## config.mk

```make
export PLATFORM = sky130hd
export DESIGN_NAME = ready_valid_pipe
export DESIGN_NICKNAME = d
export VERILOG_FILES = /design/src/rtl/ready_valid_pipe_pkg.sv /design/src/rtl/ready_valid_skid_stage.sv /design/src/rtl/ready_valid_pipe.sv
export SDC_FILE = /design/constraint.sdc
export NUM_CORES = 1
export LEC_CHECK = 0
export ABC_AREA = 1
export CAP_MARGIN = 20
export CORE_MARGIN = 5
export CORE_UTILIZATION = 43
export CTS_CLUSTER_SIZE = 20
export DETAILED_ROUTE_END_ITERATION = 8
export MAX_ROUTING_LAYER = met4
export PLACE_DENSITY = 0.82
export REMOVE_ABC_BUFFERS = 1
export SETUP_SLACK_MARGIN = 0.5
export SLEW_MARGIN = 25
export SYNTH_ARGS = -nofsm -noshare
export SYNTH_HDL_FRONTEND = slang
export SYNTH_HIERARCHICAL = 1
export SYNTH_SLANG_ARGS = --single-unit
export TNS_END_PERCENT = 50
```

## constraint.sdc

```tcl
create_clock -name clock -period 2.3 [get_ports clock]
set_input_delay 0.23 -clock clock [delete_from_list [all_inputs] [get_ports clock]]
set_output_delay 0.23 -clock clock [all_outputs]
set_load 0.005 [all_outputs]
```

## src/rtl/ready_valid_pipe_pkg.sv

```systemverilog
// Shared types and limits for the ready/valid retiming pipeline.
// Stage state encoding plus helpers that turn a state into handshake signals.
package ready_valid_pipe_pkg;

    localparam int MAX_DEPTH = 8;
    localparam int MAX_WIDTH = 1024;

    typedef enum logic [1:0] {
        EMPTY = 2'd0,
        ONE   = 2'd1,
        TWO   = 2'd2
    } stage_state_t;

    function automatic logic stage_can_accept(input stage_state_t s);
        return s != TWO;
    endfunction

    function automatic logic stage_has_data(input stage_state_t s);
        return s != EMPTY;
    endfunction

endpackage

```

## src/rtl/ready_valid_skid_stage.sv

```systemverilog
// One registered skid stage: main register drives the output, skid register
// absorbs the beat that arrives while the downstream stalls. State is exported.
module ready_valid_skid_stage
    import ready_valid_pipe_pkg::*;
#(
    parameter int WIDTH = 32
) (
    input  logic             clock,
    input  logic             reset_n,
    input  logic             in_valid,
    input  logic [WIDTH-1:0] in_data,
    input  logic             out_ready,
    output logic [1:0]       state,
    output logic [WIDTH-1:0] out_data
);

    stage_state_t     cur_state;
    stage_state_t     nxt_state;
    logic [WIDTH-1:0] main_q;
    logic [WIDTH-1:0] skid_q;
    logic             in_fire;
    logic             out_fire;
    logic             load_main_in;
    logic             load_main_skid;
    logic             load_skid;

    // Both handshakes depend only on this stage's flops and the neighbour's signal.
    assign in_fire  = in_valid && stage_can_accept(cur_state);
    assign out_fire = out_ready && stage_has_data(cur_state);

    always_ff @(posedge clock or negedge reset_n) begin
        if (!reset_n) begin
            cur_state <= EMPTY;
        end else begin
            cur_state <= nxt_state;
        end
    end

    always_comb begin
        nxt_state      = cur_state;
        load_main_in   = 1'b0;
        load_main_skid = 1'b0;
        load_skid      = 1'b0;
        case (cur_state)
            EMPTY: begin
                if (in_fire) begin
                    load_main_in = 1'b1;
                    nxt_state    = ONE;
                end
            end
            ONE: begin
                if (in_fire && out_fire) begin
                    load_main_in = 1'b1;
                end else if (in_fire) begin
                    load_skid = 1'b1;
                    nxt_state = TWO;
                end else if (out_fire) begin
                    nxt_state = EMPTY;
                end
            end
            TWO: begin
                if (out_fire) begin
                    load_main_skid = 1'b1;
                    nxt_state      = ONE;
                end
            end
            default: nxt_state = EMPTY;
        endcase
    end

    // Payload registers carry no reset; validity comes from the state alone.
    always_ff @(posedge clock) begin
        if (load_main_in) begin
            main_q <= in_data;
        end else if (load_main_skid) begin
            main_q <= skid_q;
        end
        if (load_skid) begin
            skid_q <= in_data;
        end
    end

    assign state    = cur_state;
    assign out_data = main_q;

endmodule

```

## src/rtl/ready_valid_pipe.sv

```systemverilog
// Parametrised ready/valid retiming pipeline of DEPTH skid stages (DEPTH=0 is a wire).
// Optional beat counter output enabled by READY_VALID_PIPE_OCCUPANCY_EN.
module ready_valid_pipe
    import ready_valid_pipe_pkg::*;
#(
    parameter  int WIDTH = 32,
    parameter  int DEPTH = 1,
    localparam int OCC_W = (DEPTH == 0) ? 1 : $clog2(2 * DEPTH + 1)
) (
    input  logic             clock,
    input  logic             reset_n,
    input  logic             in_valid,
    output logic             in_ready,
    input  logic [WIDTH-1:0] in_data,
    output logic             out_valid,
    input  logic             out_ready,
    output logic [WIDTH-1:0] out_data
`ifdef READY_VALID_PIPE_OCCUPANCY_EN
    ,
    output logic [OCC_W-1:0] occupancy
`endif
);

    if (DEPTH < 0 || DEPTH > MAX_DEPTH || WIDTH < 1 || WIDTH > MAX_WIDTH) begin : g_bad_param
        $error("ready_valid_pipe: WIDTH or DEPTH out of range");
    end

    if (DEPTH == 0) begin : g_bypass
        assign out_valid = in_valid;
        assign out_data  = in_data;
        assign in_ready  = out_ready;
`ifdef READY_VALID_PIPE_OCCUPANCY_EN
        assign occupancy = '0;
`endif
    end else begin : g_pipe
        // Index k is the boundary feeding stage k; index DEPTH is the output side.
        logic [DEPTH:0]   valid_c;
        logic [DEPTH:0]   ready_c;
        logic [WIDTH-1:0] data_c [DEPTH+1];
        logic [1:0]       stage_state [DEPTH];

        assign valid_c[0]     = in_valid;
        assign data_c[0]      = in_data;
        assign ready_c[DEPTH] = out_ready;

        for (genvar k = 0; k < DEPTH; k++) begin : g_stage
            ready_valid_skid_stage #(
                .WIDTH(WIDTH)
            ) u_stage (
                .clock    (clock),
                .reset_n  (reset_n),
                .in_valid (valid_c[k]),
                .in_data  (data_c[k]),
                .out_ready(ready_c[k+1]),
                .state    (stage_state[k]),
                .out_data (data_c[k+1])
            );
            assign valid_c[k+1] = stage_has_data(stage_state_t'(stage_state[k]));
            assign ready_c[k]   = stage_can_accept(stage_state_t'(stage_state[k]));
        end

        assign in_ready  = ready_c[0];
        assign out_valid = valid_c[DEPTH];
        assign out_data  = data_c[DEPTH];

`ifdef READY_VALID_PIPE_OCCUPANCY_EN
        logic in_fire;
        logic out_fire;

        assign in_fire  = in_valid && ready_c[0];
        assign out_fire = valid_c[DEPTH] && out_ready;

        always_ff @(posedge clock or negedge reset_n) begin
            if (!reset_n) begin
                occupancy <= '0;
            end else if (in_fire && !out_fire) begin
                occupancy <= occupancy + OCC_W'(1);
            end else if (out_fire && !in_fire) begin
                occupancy <= occupancy - OCC_W'(1);
            end
        end

`ifndef SYNTHESIS
        always @(posedge clock) begin
            if (reset_n) begin
                assert (int'(occupancy) <= 2 * DEPTH)
                else $error("ready_valid_pipe: occupancy %0d exceeds capacity", occupancy);
            end
        end
`endif
`endif
    end

endmodule

```

### After elaboration in Yosys (flattened, before gate mapping)

Index checks and enable logic that the tools add are counted.

| cells by class | value |
|---|---|
| add/sub/neg operators | 0 |
| multipliers | 0 |
| div/mod/pow operators | 0 |
| $lt $le $gt $ge | 0 |
| equal/unequal tests | 7 |
| shift operators | 0 |
| mux-type cells | 15 |
| bitwise gates (word level) | 0 |
| reduce and logical (&&, ||, !) cells | 7 |

Operator list:

| cell | count |
|---|---|
| $mux W32 | 2 |
| $mux W2 | 5 |
| $mux W1 | 6 |
| $pmux W2 S3 | 1 |
| $ne A2 B1 Y1 const B | 2 |
| $ne A2 B2 Y1 const B | 2 |
| $reduce_and A4 Y1 | 1 |
| $reduce_bool A2 Y1 | 2 |
| $logic_and A1 B1 Y1 | 3 |
| $ne A3 B1 Y1 const B | 1 |
| $eq A2 B1 Y1 const B | 1 |
| $eq A2 B2 Y1 const B | 1 |
| $logic_not A2 Y1 | 1 |
| $pmux W1 S2 | 1 |

| word-level totals | value |
|---|---|
| register bits after elaboration | 66 |
| latch bits | 0 |
| RAM bits | 0 |
| memory bits (read-only) | 0 |
| input bits | 36 |
| memories | 0 |

### Logic depth before layout (Yosys ltp)

Gate-level depths: netlist (run 1).

| depth | value |
|---|---|
| depth in word-level cells | 6 |
| depth in mapped cells | 6 |

### Hierarchy

Netlist (run 1), hierarchy kept.

By module, submodules not included:

| module | instances | cells each | area each (sq um) | sequential area each (sq um) |
|---|---|---|---|---|
| ready_valid_skid_stage | 1 | 189 | 2,539.9 | 1,971.9 |
| ready_valid_pipe | 1 | 4 | 15.0 | 0.0 |

### Worst setup path after synthesis (run 1)

Ideal clock, no wire load.

| path | value |
|---|---|
| kind | register to register |
| start point | register g_pipe.g_stage[0].u_stage.cur_state[0] |
| end point | register g_pipe.g_stage[0].u_stage.skid_q[0] (enable) |
| data arrival time | 2.030 ns |
| data required time | 1.879 ns |
| slack | -0.151 ns |
| cell stages (with the launch flop) | 4 |
| period minus slack after synthesis | 2.451 ns |
| cells stage by stage | dfrtp_1 -> nand2_4 -> buf_2 -> nor2_1 |

| between the ends | value |
|---|---|
| cells in the longest elaborated chain, start to end | 5 |
| elaborated cells between the ends (all ways) | 9 |
| those cells by class | eq/ne (2); mux (3); reduce/logical (4) |

RTL lines:

| element | RTL line | RTL |
|---|---|---|
| start, declared | ready_valid_skid_stage.sv:17 | `stage_state_t cur_state;` |
| start signal, assigned | ready_valid_skid_stage.sv:35 | `cur_state <= nxt_state;` |
| $ne A2 B2 Y1 / $reduce_bool A2 Y1 (equally long branches) | ready_valid_pipe_pkg.sv:15, ready_valid_pipe_pkg.sv:19 |  |
| $logic_and A1 B1 Y1 (on tied branches) | ready_valid_skid_stage.sv:28, ready_valid_skid_stage.sv:29 |  |
| $mux W1 / $logic_and A1 B1 Y1 (equally long branches) | ready_valid_skid_stage.sv:54, ready_valid_skid_stage.sv:52 |  |
| $mux W1 | ready_valid_skid_stage.sv:52 | `if (in_fire && out_fire) begin` |
| $mux W1 * | ready_valid_skid_stage.sv:44 | `case (cur_state)` |
| named net g_pipe.g_stage[0].u_stage.load_skid | ready_valid_skid_stage.sv:25 | `logic load_skid;` |
| end signal, assigned | ready_valid_skid_stage.sv:79 | `skid_q <= in_data;` |
| end, declared | ready_valid_skid_stage.sv:20 | `logic [WIDTH-1:0] skid_q;` |

Mark *: on every way through the listed nets, which the timed path passes. The rest lies on a longest branch.
A chain may end at the register's enable or synchronous reset.

### Worst setup path after layout (run 1)

| path | value |
|---|---|
| start point | register g_pipe.g_stage[0].u_stage.cur_state[1] |
| end point | output port out_valid |

| between the ends | value |
|---|---|
| cells in the longest elaborated chain, start to end | 1 |

RTL lines:

| element | RTL line | RTL |
|---|---|---|
| $reduce_bool A2 Y1 | ready_valid_pipe_pkg.sv:19 | `return s != EMPTY;` |
| end, declared | ready_valid_pipe.sv:15 | `output logic out_valid,` |

Every way passes these cells.

==> results of run 1 <==
[logic make-up (layout without fill, tap and decap cells)]
family | Yosys count | count (layout) | share of synthesized area
and+or+nand+nor | 111 | 111 | 0.1915
DFF | 66 | 66 | 0.7718
buffers and inverters | 15 | 96 | 0.03477
AOI/OAI and AO/OA | 1 | 1 | 0.001957
[how the worst max path moves through the flow]
stage	cells after the start	endpoint
detailed placement	6	g_pipe.g_stage[0].u_stage/out_data[15]
floorplan	2	g_pipe.g_stage[0].u_stage/skid_q[0]
global route	3	out_valid
CTS	3	out_valid
global placement	6	g_pipe.g_stage[0].u_stage/out_data[2]
finish	3	out_valid
[cells in the mapped netlist]
cell type  instances  area, µm²
o21ai_0            1      5.000
nand3_1           33      165.2
buf_2              5      25.02
nand2_4            2      22.52
edfxtp_1          64       1922
inv_1              5      18.77
nor2_1             4      15.01
buf_4              1      7.510
nand2_1           71      266.5
buf_6              3      33.78
nor2_8             1      20.02
dfrtp_1            2      50.05
inv_2              1      3.750
[state kept, by name, indices dropped and copies added (netlist names)]
signal and flops:
g_pipe.g_stage.u_stage/out_data 32, g_pipe.g_stage.u_stage/state 2, g_pipe.g_stage.u_stage/skid_q 32
[per-stage QoR]
| step | total power [W] | setup slack, ps | std cells |
|---|---|---|---|
| 4_1_cts | 0.002760 | 593.5 | 349 |
| 3_5_place_dp | 0.001993 | 441.2 | 334 |
| 2_1_floorplan | 0.001694 | -131.0 | 184 |
| 5_1_grt | 0.002865 | 510.9 | 349 |
| 6_report | 0.002731 | 617.4 | 349 |
| 3_3_place_gp | 0.001981 | 483.5 | 334 |
[worst reg2reg max path: stages (launching register included)]
cell and delay (ps):
dfrtp_1 500, inv_1 100, nor2_1 130, nand2_1 100, nand2_1 100, buf_4 290
[metal layers]
metal / vias up / routed length, µm
met5: - / 0
met4: 0 / 112
met3: 13 / 314
met2: 53 / 2484
met1: 769 / 1970
li1: 823 / -
[area by class of cell]
cell class / count / share of cell area
timing repair buffer: 75 / 0.2144
multi-input combinational: 112 / 0.1438
sequential: 66 / 0.5651
inverter: 6 / 0.006454
clock buffer: 11 / 0.03765
tap: 75 / 0.02689
clock inverter: 4 / 0.005737
[where the power goes]
part	leakage (nW)	internal, W	switching (W)
clock network	0.0827	0.000378	0.000393
logic	0.652	0.000242	0.000218
registers	0.627	0.00146	0.0000360
total	1.36	0.00208	0.000648
==> metrics.txt, run 1 <==
status=completed; Final Skew=between 7 and 8 ps; M3 GR Usage=0.03500; crit end category=output pin; # resized after CTS=0; CTS Buffer Depth=2; crit path launch type=flop; CP Buf/Inv Count=2; Reg2Reg Capture Point=g_pipe.g_stage[0].u_stage/out_data[23]; Max VDD drop=about 0.00041 V; worst setup path start=g_pipe.g_stage[0].u_stage/state[1]; Worst R2R Start=g_pipe.g_stage[0].u_stage/state[1]; mean post-synth cell area=~13 µm²; drt first pass iters=4; nets=approximately 310; slowest CP cell=dfrtp_1; final wirelength=between 4000 and 5000 µm; flip-flop and latch area=a little under 0.002 mm²; crit-path max FO=5; Die Y=a little under 90 µm; Setup Fix Bufs, Post-CTS=0; initial drt markers=92; final hold violation count=0; vias in the first global route=~1600; Clock Tree Root=clkbuf_8; final setup TNS=0 ps; # IOs=70; number of H-tree levels=3; Register-to-Register Path Depth=5; Cell variety after synth=13; Initial Utilization=0.4367; Hold Crit Class=input pin to asynchronous set/reset pin; first-pass GRT wire length=7907 µm; RSZ-0062 raised after global routing=false; grt total ovfl=0; slew at the pin closest to its max-slew limit=around 320 ps; die width=87.08 µm; # DRC=0; antenna violations before repair=0; largest net degree at the start of global routing=33; FF+latch count, synth=66; Routed Antenna Nets=0; LEAKAGE=about 1.4 nW; met1 Use GR=0.1751; RePlAce Congestion=a little under 0.7; CP Data Arrival Time=between 1000 and 1500 ps; via count=approximately 1700; most common cell after layout, fill and taps aside=nand2_1; r2r setup slk=~760 ps; Min Hold Slack=approximately 70 ps; FILL cells=464; crit path cell chain=inv_1 > nand2_1 > clkdlybuf4s50_1; Max-Cap Viols=0; multi-input logic area=~500 µm²; yosys warns=6; gr busiest metal=met2; Skew-Pair Late Insertion Delay=330 ps; Req. time, crit path=between 2000 and 2500 ps; Hold Buf Count CTS=0; Max stage delay on crit path=about 500 ps; cell area after layout=about 0.0035 mm²; final setup violation count=0; CTS tree=yes; final design utilization=0.5965; Antenna Diode Count=0; layout cells sized above 1=0.08759; row count=28; Cell Area, Synth=about 0.0026 mm²; Crit Path Category=flop to output pin; dpl hpwl=3360 µm; DIE AREA=about 0.0076 mm²; Post-Syn Instances=approximately 190; vias per cell=4.751; met2 Use GR=0.2243; placed instance area=0.003338 mm²; Final min period=around 1700 ps; CTS Buf Count=9; core area=0.005851 mm²; Routed wire per std cell=around 14 µm; fin. max-slew vios=0; PortBufs=between 60 and 70; CTS clk-pin slew, worst paths=~60 ps; fmax=a little under 600 MHz; pwr/cell area=~800 mW/mm²; Final period util=0.7315; Layout area overhead=36.58%; register area share after synthesis=0.7718; delay-heaviest family, CP=buffers and inverters; Sink Count=66; slew margin rel.=0.7867; commonest cells after routing, fill and taps aside=71 x nand2_1, 69 x clkdlybuf4s50_1, 64 x edfxtp_1; Tot GR Track Use=0.1440
Power figures use the tool's default switching activity.
==> run 2, diff against run 1 <==
Clock period 2.3 ns to 1.5 ns, I/O delays scaled along.
==> metrics.txt, run 2 (synthesis results as in run 1) <==
Initial Utilization=0.4367; Tot GR Track Use=0.1590; Layout area overhead=47.75%; drt first pass iters=4; Sink Count=66; largest net degree at the start of global routing=33; slew at the pin closest to its max-slew limit=roughly 270 ps; LEAKAGE=approximately 1.5 nW; Min Hold Slack=about 400 ps; # DRC=0; final design utilization=0.6452; crit path launch type=flop; Skew-Pair Late Insertion Delay=330 ps; Antenna Diode Count=0; DIE AREA=~0.0076 mm²; RSZ-0062 raised after global routing=true; CTS tree=yes; row count=28; pwr/cell area=between 1000 and 1500 mW/mm²; status=completed; post-route non-filler standard cell count=366; clock group share of total power=0.266; initial drt markers=between 90 and 100; dpl hpwl=between 3000 and 4000 µm; first-pass GRT wire length=between 8000 and 9000 µm; switching part of the total=0.2430; fmax=between 700 and 800 MHz; fin. max-slew vios=0; commonest cells after routing, fill and taps aside=68 x nand2_1, 64 x edfxtp_1, 56 x clkdlybuf4s50_1; Int Pwr=~0.0033 W; slew margin rel.=0.8184; layout cells sized above 1=0.2062; vias per cell=4.828; Die Y=between 80 and 90 µm; placed instance area=0.003386 mm²; Final min period=1389 ps; final wirelength=between 5000 and 6000 µm; RePlAce Congestion=approximately 0.67; vias in the first global route=~1800; Clock Tree Root=clkbuf_8; CTS Buffer Depth=2; cell area after layout=around 0.0038 mm²; Final Skew=roughly 4.6 ps; placed insts=about 340; flip-flop and latch area=between 0.0015 and 0.002 mm²; nets=between 300 and 400; pre-CTS setup slack=-37.99 ps; PortBufs=69; antenna violations before repair=0; via count=between 1500 and 2000; Max-Cap Viols=0; core area=0.005851 mm²; Crit Path Category=flop to flop; crit-path max FO=5; final hold violation count=0; Flop pwr share=0.521; # IOs=70; die width=a little under 90 µm; Comb pwr share=0.213; FILL cells=433; grt total ovfl=0; most common cell after layout, fill and taps aside=nand2_1; Worst Slack Setup Final=110.7 ps; crit end category=flop; Final period util=0.9262; Routed Antenna Nets=0; Hold Crit Class=input pin to flop; Routed wire per std cell=approximately 15 µm; Max VDD drop=~0.0007 V; Req. time, crit path=1550 ps; CTS Buf Count=9; final setup violation count=0; multi-input logic area=roughly 530 µm²; Net Switching=between 0.001 and 0.0015 W; number of H-tree levels=3; CP Data Arrival Time=around 1400 ps; CTS clk-pin slew, worst paths=70 ps
-- run 2: repair_timing --
| action | in CTS | in global routing |
|---|---|---|
| cloned | 2 | 3 |
| endpoints found under the hold margin | 2 | 0 |
| resized for setup | 69 | 9 |
| pin swaps | 2 | 4 |
| buffers inserted | 8 | 1 |
| hold buffers | 1 | 0 |
| endpoints found under the setup margin | 130 | 131 |
-- run 2: cell type report --
cell class	count	area share
clock buffer	9	0.03281
clock inverter	5	0.006298
inverter	6	0.007292
multi-input combinational	112	0.1395
sequential	66	0.5227
tap	75	0.02486
timing repair buffer	93	0.2665
-- run 2: power by group through the flow --
stage / clock network [W] / registers, W / logic [W]
global route: 0.00128 / 0.00231 / 0.00101
finish: 0.00117 / 0.00229 / 0.000934
floorplan: 0 / 0.00235 / 0.000244
global placement: 0 / 0.00233 / 0.000724
CTS: 0.00119 / 0.00229 / 0.000851
detailed placement: 0 / 0.00234 / 0.000744
-- run 2: path summary, 6_finish.rpt --
path	from	to	slack [ps]	cells past startpoint
worst max-delay path	g_pipe.g_stage[0].u_stage/state[1]	g_pipe.g_stage[0].u_stage/out_data[21]	110	6
worst min-delay path	in_data[30]	g_pipe.g_stage[0].u_stage/skid_q[30]	400	1
worst max register to register	g_pipe.g_stage[0].u_stage/state[1]	g_pipe.g_stage[0].u_stage/out_data[21]	110	6
worst min register to register	g_pipe.g_stage[0].u_stage/skid_q[10]	g_pipe.g_stage[0].u_stage/out_data[10]	510	2
max in group asynchronous	reset_n	g_pipe.g_stage[0].u_stage/state[1]	840	2
min in group asynchronous	reset_n	g_pipe.g_stage[0].u_stage/state[1]	520	2
-- run 2: critical path, stage by stage (launching register included) --
cell	delay [ps]
dfrtp_2	410
buf_6	140
nor2_8	110
nand2_4	90
nand2_4	90
buf_6	120
clkbuf_16	140
-- run 2: layer usage --
layer	wire [µm]	GRT usage
met1	2181	0.1823
met3	365	0.04068
met5	0	-
met4	112	0.07932
met2	2795	0.2581
-- run 2: through the flow --
| stage | setup TNS (ps) | power [W] |
|---|---|---|
| 3_5_place_dp | -1406 | 0.003083 |
| 3_3_place_gp | -168.2 | 0.003058 |
| 5_1_grt | 0 | 0.004599 |
| 6_report | 0 | 0.004392 |
| 2_1_floorplan | -50720 | 0.002597 |
| 4_1_cts | 0 | 0.004334 |
